[src/rtl/branch_predictor.sv]
// Direct-mapped branch target buffer with 2-bit saturating direction counters.
// Lookup is combinational on fetch_pc; resolved EXE reports train the table at the rising edge.
module branch_predictor #(
   parameter int BTB_ENTRIES = 16
) (
   input  logic        clk,
   input  logic        rst,
   input  logic [31:0] fetch_pc,
   output logic [31:0] next_pc,
   output logic        next_jump,
   input  logic        upd_valid,
   input  logic [31:0] upd_pc,
   input  logic [31:0] upd_target,
   input  logic        upd_taken,
   input  logic        upd_is_jump
);

   localparam int IW = $clog2(BTB_ENTRIES);
   localparam int TW = 30 - IW;

   typedef logic [IW-1:0] idx_t;
   typedef logic [TW-1:0] tag_t;

   logic [BTB_ENTRIES-1:0] valid_q;
   logic [1:0]             ctr_q    [BTB_ENTRIES];
   tag_t                   tag_q    [BTB_ENTRIES];
   logic [31:0]            target_q [BTB_ENTRIES];
   logic                   isJump_q [BTB_ENTRIES];

   idx_t       fetchIdx;
   tag_t       fetchTag;
   logic       fetchHit;
   idx_t       updIdx;
   tag_t       updTag;
   logic       updHit;
   logic [1:0] updCtr_d;
   logic       unusedUpdLsb;

   assign fetchIdx     = fetch_pc[IW+1:2];
   assign fetchTag     = fetch_pc[31:IW+2];
   assign updIdx       = upd_pc[IW+1:2];
   assign updTag       = upd_pc[31:IW+2];
   assign unusedUpdLsb = ^upd_pc[1:0];

   assign fetchHit  = valid_q[fetchIdx] && (tag_q[fetchIdx] == fetchTag);
   assign next_jump = fetchHit && (isJump_q[fetchIdx] || ctr_q[fetchIdx][1]);
   assign next_pc   = next_jump ? target_q[fetchIdx] : fetch_pc + 32'd4;

   assign updHit = valid_q[updIdx] && (tag_q[updIdx] == updTag);

   // Hits step the counter with saturation; taken misses allocate biased-taken.
   always_comb begin
      updCtr_d = ctr_q[updIdx];
      if (updHit) begin
         if (upd_taken && ctr_q[updIdx] != 2'b11) begin
            updCtr_d = ctr_q[updIdx] + 2'd1;
         end else if (!upd_taken && ctr_q[updIdx] != 2'b00) begin
            updCtr_d = ctr_q[updIdx] - 2'd1;
         end
      end else begin
         updCtr_d = upd_is_jump ? 2'b11 : 2'b10;
      end
   end

   always_ff @(posedge clk or negedge rst) begin
      if (!rst) begin
         valid_q <= '0;
         for (int i = 0; i < BTB_ENTRIES; i++) begin
            ctr_q[i] <= 2'b01;
         end
      end else if (upd_valid && (updHit || upd_taken)) begin
         valid_q[updIdx] <= 1'b1;
         ctr_q[updIdx]   <= updCtr_d;
      end
   end

   // Payload is not reset; a taken report rewrites it (tag is unchanged on a hit).
   always_ff @(posedge clk) begin
      if (rst && upd_valid && upd_taken) begin
         tag_q[updIdx]    <= updTag;
         target_q[updIdx] <= upd_target;
         isJump_q[updIdx] <= upd_is_jump;
      end
   end

endmodule

[config.mk]
export PLATFORM = sky130hd
export DESIGN_NAME = branch_predictor
export DESIGN_NICKNAME = d
export VERILOG_FILES = /design/src/rtl/branch_predictor.sv
export SDC_FILE = /design/constraint.sdc
export NUM_CORES = 1
export LEC_CHECK = 0
export ABC_CLOCK_PERIOD_IN_PS = 14600
export BUFFER_PORTS_ARGS = -buffer_cell sky130_fd_sc_hd__buf_2
export CORE_MARGIN = 1.5
export CORE_UTILIZATION = 60
export DETAILED_ROUTE_END_ITERATION = 10
export PLACE_DENSITY = 0.79
export SLEW_MARGIN = 25
export SYNTH_ARGS = -nofsm -noshare
export SYNTH_HDL_FRONTEND = slang
export SYNTH_SLANG_ARGS = --single-unit
[constraint.sdc]
create_clock -name clk -period 14.6 [get_ports clk]
set_clock_uncertainty 0.1 [all_clocks]
set_input_delay 2.92 -clock clk [delete_from_list [all_inputs] [get_ports clk]]
set_output_delay 2.92 -clock clk [all_outputs]
set_load 0.02 [all_outputs]
==> impl_metrics.tcl, run 1 <==
set metrics [dict create \
    drive_above_1_share_pct 35.6 \
    drt_iter0_drc 3218 \
    rsz0062_at_grt "no" \
    yosys.cell_types.count 71 \
    grt_pass1_vias 23083 \
    cts_inserted_buffers 94 \
    ys_top_cells_by_area "edfxtp_1, mux4_2, dfrtp_1" \
    synth.most_common_cell "edfxtp_1" \
    critPathMaxStageDelay_ns 0.87 \
    wl_met2_um 53100 \
    setup-tns-final_ns 0 \
    dp.cells 3003 \
    worstPathArrival_ns 8.18 \
    yosysTopAreaCell "edfxtp_1" \
    critPathTopFamily "multiplexers" \
    final_cell_count_no_fill 3183 \
    design_area_um2 47700 \
    critical-path-top-cell-by-count "mux4_2" \
    final_nets 2254 \
    ys_async_sr_fraction_pct 4.84 \
    vias_per_cell 7.06 \
    grt_first_pass_wirelength_um 157000 \
    fin_crit_ns 11.20 \
    area_delta_synth_final_pct 10.8 \
    dr_wl_met3_um 11700 \
    yosys_most_used_dff "edfxtp_1" \
    cts_tree "built" \
    cts-root-buf "clkbuf_16" \
    finalHoldViolCount 0 \
    initial_core_util_pct 60.4 \
    period_share_pct 76.7 \
    yosysSeqAreaShare_pct 68.7 \
    overflow 0 \
    synthesis.area_um2 43000 \
    vias 22465 \
    postSynthAreaPerCell_um2 21.5 \
    rows 98 \
    die_area_um2 73400 \
    grt_usage_pct 29.8 \
    power_density_nw_per_um2 126 \
    core_area_um2 71200 \
    critPathBufInv 4 \
    synth_edf_count 944 \
    drc 0 \
    placed_cell_area_um2 44700 \
    setup_viol 0 \
    p_leak_uw 0.0154 \
    ctsResizeCount 0 \
    detail_route.first_pass.iterations 8 \
    h-tree-depth 3 \
    hp-class "reg2reg" \
    hpwl_um 58900 \
    grt_max_degree 149 \
    clk-insertion-delay-late_ns 0.65 \
    status "completed" \
    die_h_um 271 \
    crit_type "in2out" \
    synth_common_cells "edfxtp_1, mux4_2, mux2i_1, nand2_1, xnor2_1" \
    yosys_register_bits 992 \
    clockBufferDepth 3 \
    gp_congestion 0.851 \
    slew_viol_final 0 \
    synth_warnings 0 \
    syn_inst 2001 \
    synth_top_area_share_pct 65.9 \
    max_slew_margin_pct 26.4 \
    wl_per_cell_um 33.7 \
    die_w_um 271 \
    final_core_util_pct 66.9 \
    n_fill_cell 4318 \
    postRouteAntennaNets 0 \
    hold_depth 1 \
    max_cap_viol_count 0 \
    fmax_ghz 0.0893 \
    post_cts.repair.setup_buffers 0 \
    antenna_found_initial 13 \
    tightest_slew_ns 1.10 \
    crit_slowest_cell "nand4_4" \
    start_kind "primary input" \
    hold_slack_ns 0.389 \
    critPathRequiredTime_ns 11.58 \
    worstPathCellList "buf_8 -> buf_12 -> buf_16 -> mux4_2 -> mux4_2 -> xnor2_1 -> nand4_1 -> nor4_1 -> nand4_4 -> mux2_4 -> buf_2" \
    clock_sinks 992 \
    io_buffers 131 \
    path_depth 11 \
    ctsHoldBuffers 0 \
    end_kind "output pin" \
    path_max_fanout 69 \
    wl_met1_um 38600 \
    io_pins 134 \
    highest_layer "met5" \
    synth_nets 2105 \
    vdd_drop_max_uv 112 \
    clk_pin_slew_ns 0.06 \
    worstRegToRegCells 9 \
    routed_wl_um 107000 \
]
==> metrics by stage <==
| stage | setup WS (ns) | total power (µW) |
|---|---|---|
| final | 3.40 | 6000 |
| after global routing | 3.07 | 6160 |
| after CTS | 3.28 | 6020 |
| after detailed placement | 3.33 | 3710 |
| after global placement | 3.34 | 3690 |
| after floorplan | 5.76 | 3550 |
==> cell usage in the layout (no fill, tap or decap), drive strengths merged, types with 4 or more instances in the layout <==
cell / n
a22oi: 16
or2b: 8
o21ai: 23
nand2: 55
clkinv: 39
diode: 8
xnor2: 46
mux2i: 54
mux4: 398
nor2: 26
a21oi: 11
bufinv: 6
nand4: 17
o221ai: 4
nand4b: 4
nand3: 19
edfxtp: 944
nor2b: 5
and2: 5
mux2: 66
xor2: 37
dfstp: 16
dfrtp: 32
and3: 13
inv: 19
o211ai: 13
nand2b: 8
buf: 169
clkbuf: 119
nor3: 10
o2111ai: 4
clkinvlp: 4
==> worst register-to-register path, cell delays in order (launching register included) <==
cell and delay [ns]:
edfxtp_1 0.41, mux4_2 0.50, mux2i_1 0.20, xor2_1 0.16
o211ai_1 0.10, o31ai_1 0.87, nand3_1 0.26, nor2_4 0.23
mux2_4 0.40, mux2_2 0.29
==> state kept, by name (all words and copies together), names as in the netlist <==
signal	flops
target_q	512
valid_q	16
isJump_q	16
ctr_q	32
tag_q	416
==> final cells by class <==
class | instances | area (µm²) | area share, %
clock buffer | 119 | 2490 | 5.22
sequential | 992 | 29600 | 62.0
multi-input combinational | 877 | 12900 | 27.1
antenna | 8 | 20.0 | 0.0420
tap | 950 | 1190 | 2.49
clock inverter | 52 | 428 | 0.897
timing repair buffer | 169 | 1020 | 2.15
inverter | 16 | 60.1 | 0.126
==> routing by layer <==
layer,vias to the layer above,global-route usage (%)
li1,8850,-
met1,11812,41.0
met2,1511,47.8
met3,280,6.12
met4,12,11.1
met5,-,0
==> worst paths after layout <==
kind	start	endpoint	slack (ns)
min in group asynchronous	rst	ctr_q[11]	2.28
worst max register to register	tag_q[11][13]	ctr_q[18]	11.00
worst min-delay path	valid_q[11]	valid_q[11]	0.39
max in group asynchronous	rst	valid_q[11]	11.72
worst min register to register	valid_q[11]	valid_q[11]	0.39
worst max-delay path	fetch_pc[2]	next_pc[30]	3.40
==> cells by family (layout without fill, tap and decap cells) <==
logic type      count (synthesis)  after routing  synth area share, %
compound gates                 96             96                 1.63
xor+xnor                       83             83                 1.69
fa+ha+maj                       3              3               0.0872
buf+inv                       132            356                 1.58
flops                         992            992                 68.7
mux                           518            518                 24.2
other cells                     0              8                    0
simple gates                  177            177                 2.15
==> report_power, final <==
part | total [µW] | internal (µW) | leakage [µW] | switching [µW]
Sequential | 3190 | 3170 | 0.00902 | 25.5
Combinational | 462 | 209 | 0.00495 | 254
Clock | 2340 | 1310 | 0.00142 | 1030
No activity file was read; power rests on OpenSTA's default activity.
==> inputs of run 2 (changes only) <==
ABC_CLOCK_PERIOD_IN_PS = 10200   (was 14600)
CORE_UTILIZATION = 56   (was 60)
PLACE_DENSITY = 0.78   (was 0.79)
clock period = 10.2 ns   (was 14.6 ns; I/O delays follow)
==> impl_metrics.tcl, run 2 (synthesis gave the netlist of run 1 again) <==
set metrics [dict create \
    worstRegToRegCells 9 \
    max_cap_viol_count 0 \
    postRouteAntennaNets 0 \
    hold_start "valid_q[10]" \
    ctsResizeCount 0 \
    grt_pass1_vias 23283 \
    post_cts.repair.setup_buffers 0 \
    finalHoldViolCount 0 \
    worstPathArrival_ns 6.77 \
    setup_viol 0 \
    overflow 0 \
    rows 101 \
    clockBufferDepth 3 \
    fin_crit_ns 8.91 \
    h-tree-depth 3 \
    holdPathEnd "valid_q[10]" \
    final_nets 2270 \
    vias 22914 \
    max_slew_margin_pct 22.7 \
    hpwl_um 62400 \
    vdd_drop_max_uv 162 \
    start_kind "primary input" \
    regMostFlops "target_q" \
    status "completed" \
    io_buffers 131 \
    die_w_um 280 \
    area_delta_synth_final_pct 11.2 \
    cts_tree "built" \
    end_kind "output pin" \
    ctsHoldBuffers 0 \
    slew_viol_final 0 \
    grt_usage_pct 28.6 \
    drive_above_1_share_pct 35.7 \
    most-common-layout-cells "edfxtp_1, mux4_2, buf_2" \
    rrSetupSlack_ns 6.31 \
    tightest_slew_ns 1.15 \
    crit_type "in2out" \
    grt_first_pass_wirelength_um 160000 \
    initial_core_util_pct 56.7 \
    hp-class "reg2reg" \
    largest_reg_flops 512 \
    power_uw 8520 \
    setup-tns-final_ns 0 \
    final_common_cell "edfxtp_1" \
    grt_max_degree 102 \
    dpl_worst_slack_ns 1.24 \
    wl_per_cell_um 33.8 \
    critPathRequiredTime_ns 8.06 \
    die_h_um 280 \
    n_fill_cell 4887 \
    reg_top3 "target_q x512, tag_q x416, ctr_q x32" \
    r2r-start "tag_q[3][13]" \
    setup_slack_ns 1.29 \
    clk-insertion-delay-late_ns 0.66 \
    power_density_nw_per_um2 178 \
    drc 0 \
    gp_congestion 0.896 \
    cts_inserted_buffers 95 \
    fmax_ghz 0.112 \
    vias_per_cell 6.99 \
    io_pins 134 \
    detail_route.first_pass.iterations 6 \
    clk_pin_slew_ns 0.06 \
    p_leak_uw 0.0154 \
    clock_sinks 992 \
    routed_wl_um 111000 \
    path_max_fanout 70 \
    antenna_found_initial 17 \
    hold_depth 1 \
    die_area_um2 78500 \
    period_share_pct 87.3 \
    drt_iter0_drc 3392 \
    core_area_um2 75900 \
    cts-root-buf "clkbuf_16" \
    rsz0062_at_grt "no" \
    r2r-end "ctr_q[10]" \
]
==> run 2: cell types whose count changed in the layout (fill, tap and decap cells not counted), moves of 3 or more <==
cell and change:
bufinv_16 -3, clkinv_2 -4, clkinv_1 +6, diode_2 +3, clkbuf_1 -3, buf_4 +13
==> run 2: how the worst max path moves through the flow <==
stage,from,endpoint,depth (start not counted)
after floorplan,upd_pc[2],isJump_q[3],8
after global placement,fetch_pc[2],next_pc[16],11
after detailed placement,fetch_pc[2],next_pc[14],11
after CTS,fetch_pc[2],next_pc[14],11
after global routing,fetch_pc[2],next_pc[14],11
final,fetch_pc[2],next_pc[16],11
==> run 2: critical path, cell delays in order <==
cell and delay (ns):
buf_8 0.60, buf_12 0.42, buf_4 0.45, mux4_2 0.55
mux4_2 0.52, xor2_1 0.16, nor3_1 0.33, nand4_4 0.57
buf_4 0.49, mux2_4 0.35, buf_2 0.16
==> run 2: report_power, final <==
group          switching, µW  leakage [µW]  internal (µW)  total [µW]
Sequential              38.0       0.00902           4530        4570
Clock                   1450       0.00139           1820        3270
Combinational            373       0.00503            299         672
Total                   1860        0.0154           6660        8520
==> run 2: cell type report <==
| class | instances | area [µm²] | area share, % |
|---|---|---|---|
| timing repair buffer | 184 | 1160 | 2.43 |
| antenna | 11 | 27.5 | 0.0575 |
| tap | 1030 | 1290 | 2.69 |
| clock inverter | 48 | 318 | 0.664 |
| clock buffer | 118 | 2530 | 5.28 |
| inverter | 16 | 60.1 | 0.125 |
| sequential | 992 | 29600 | 61.8 |
| multi-input combinational | 877 | 12900 | 27.0 |
==> run 2: metal layers <==
layer  track usage [%]  vias to the layer above  part of all wire, %
li1                  -                     8893                    -
met1              39.5                    12170                   36
met2              44.8                     1574                   48
met3              6.82                      263                   12
met4              11.1                       14                  3.5
met5                 0                        -                0.067
==> run 2: stage by stage <==
stage / area [µm²] / instances / hold slack (ns) / util, %
2_1_floorplan: 43000 / 2001 / 0.343 / -
4_1_cts: 47800 / 3265 / 0.388 / 63.0
3_5_place_dp: 45000 / 3099 / 0.375 / 59.2
5_1_grt: 47800 / 3269 / 0.415 / 63.0
6_report: 47900 / 3276 / 0.387 / 63.0
3_3_place_gp: 44900 / 3096 / 0.361 / 59.2
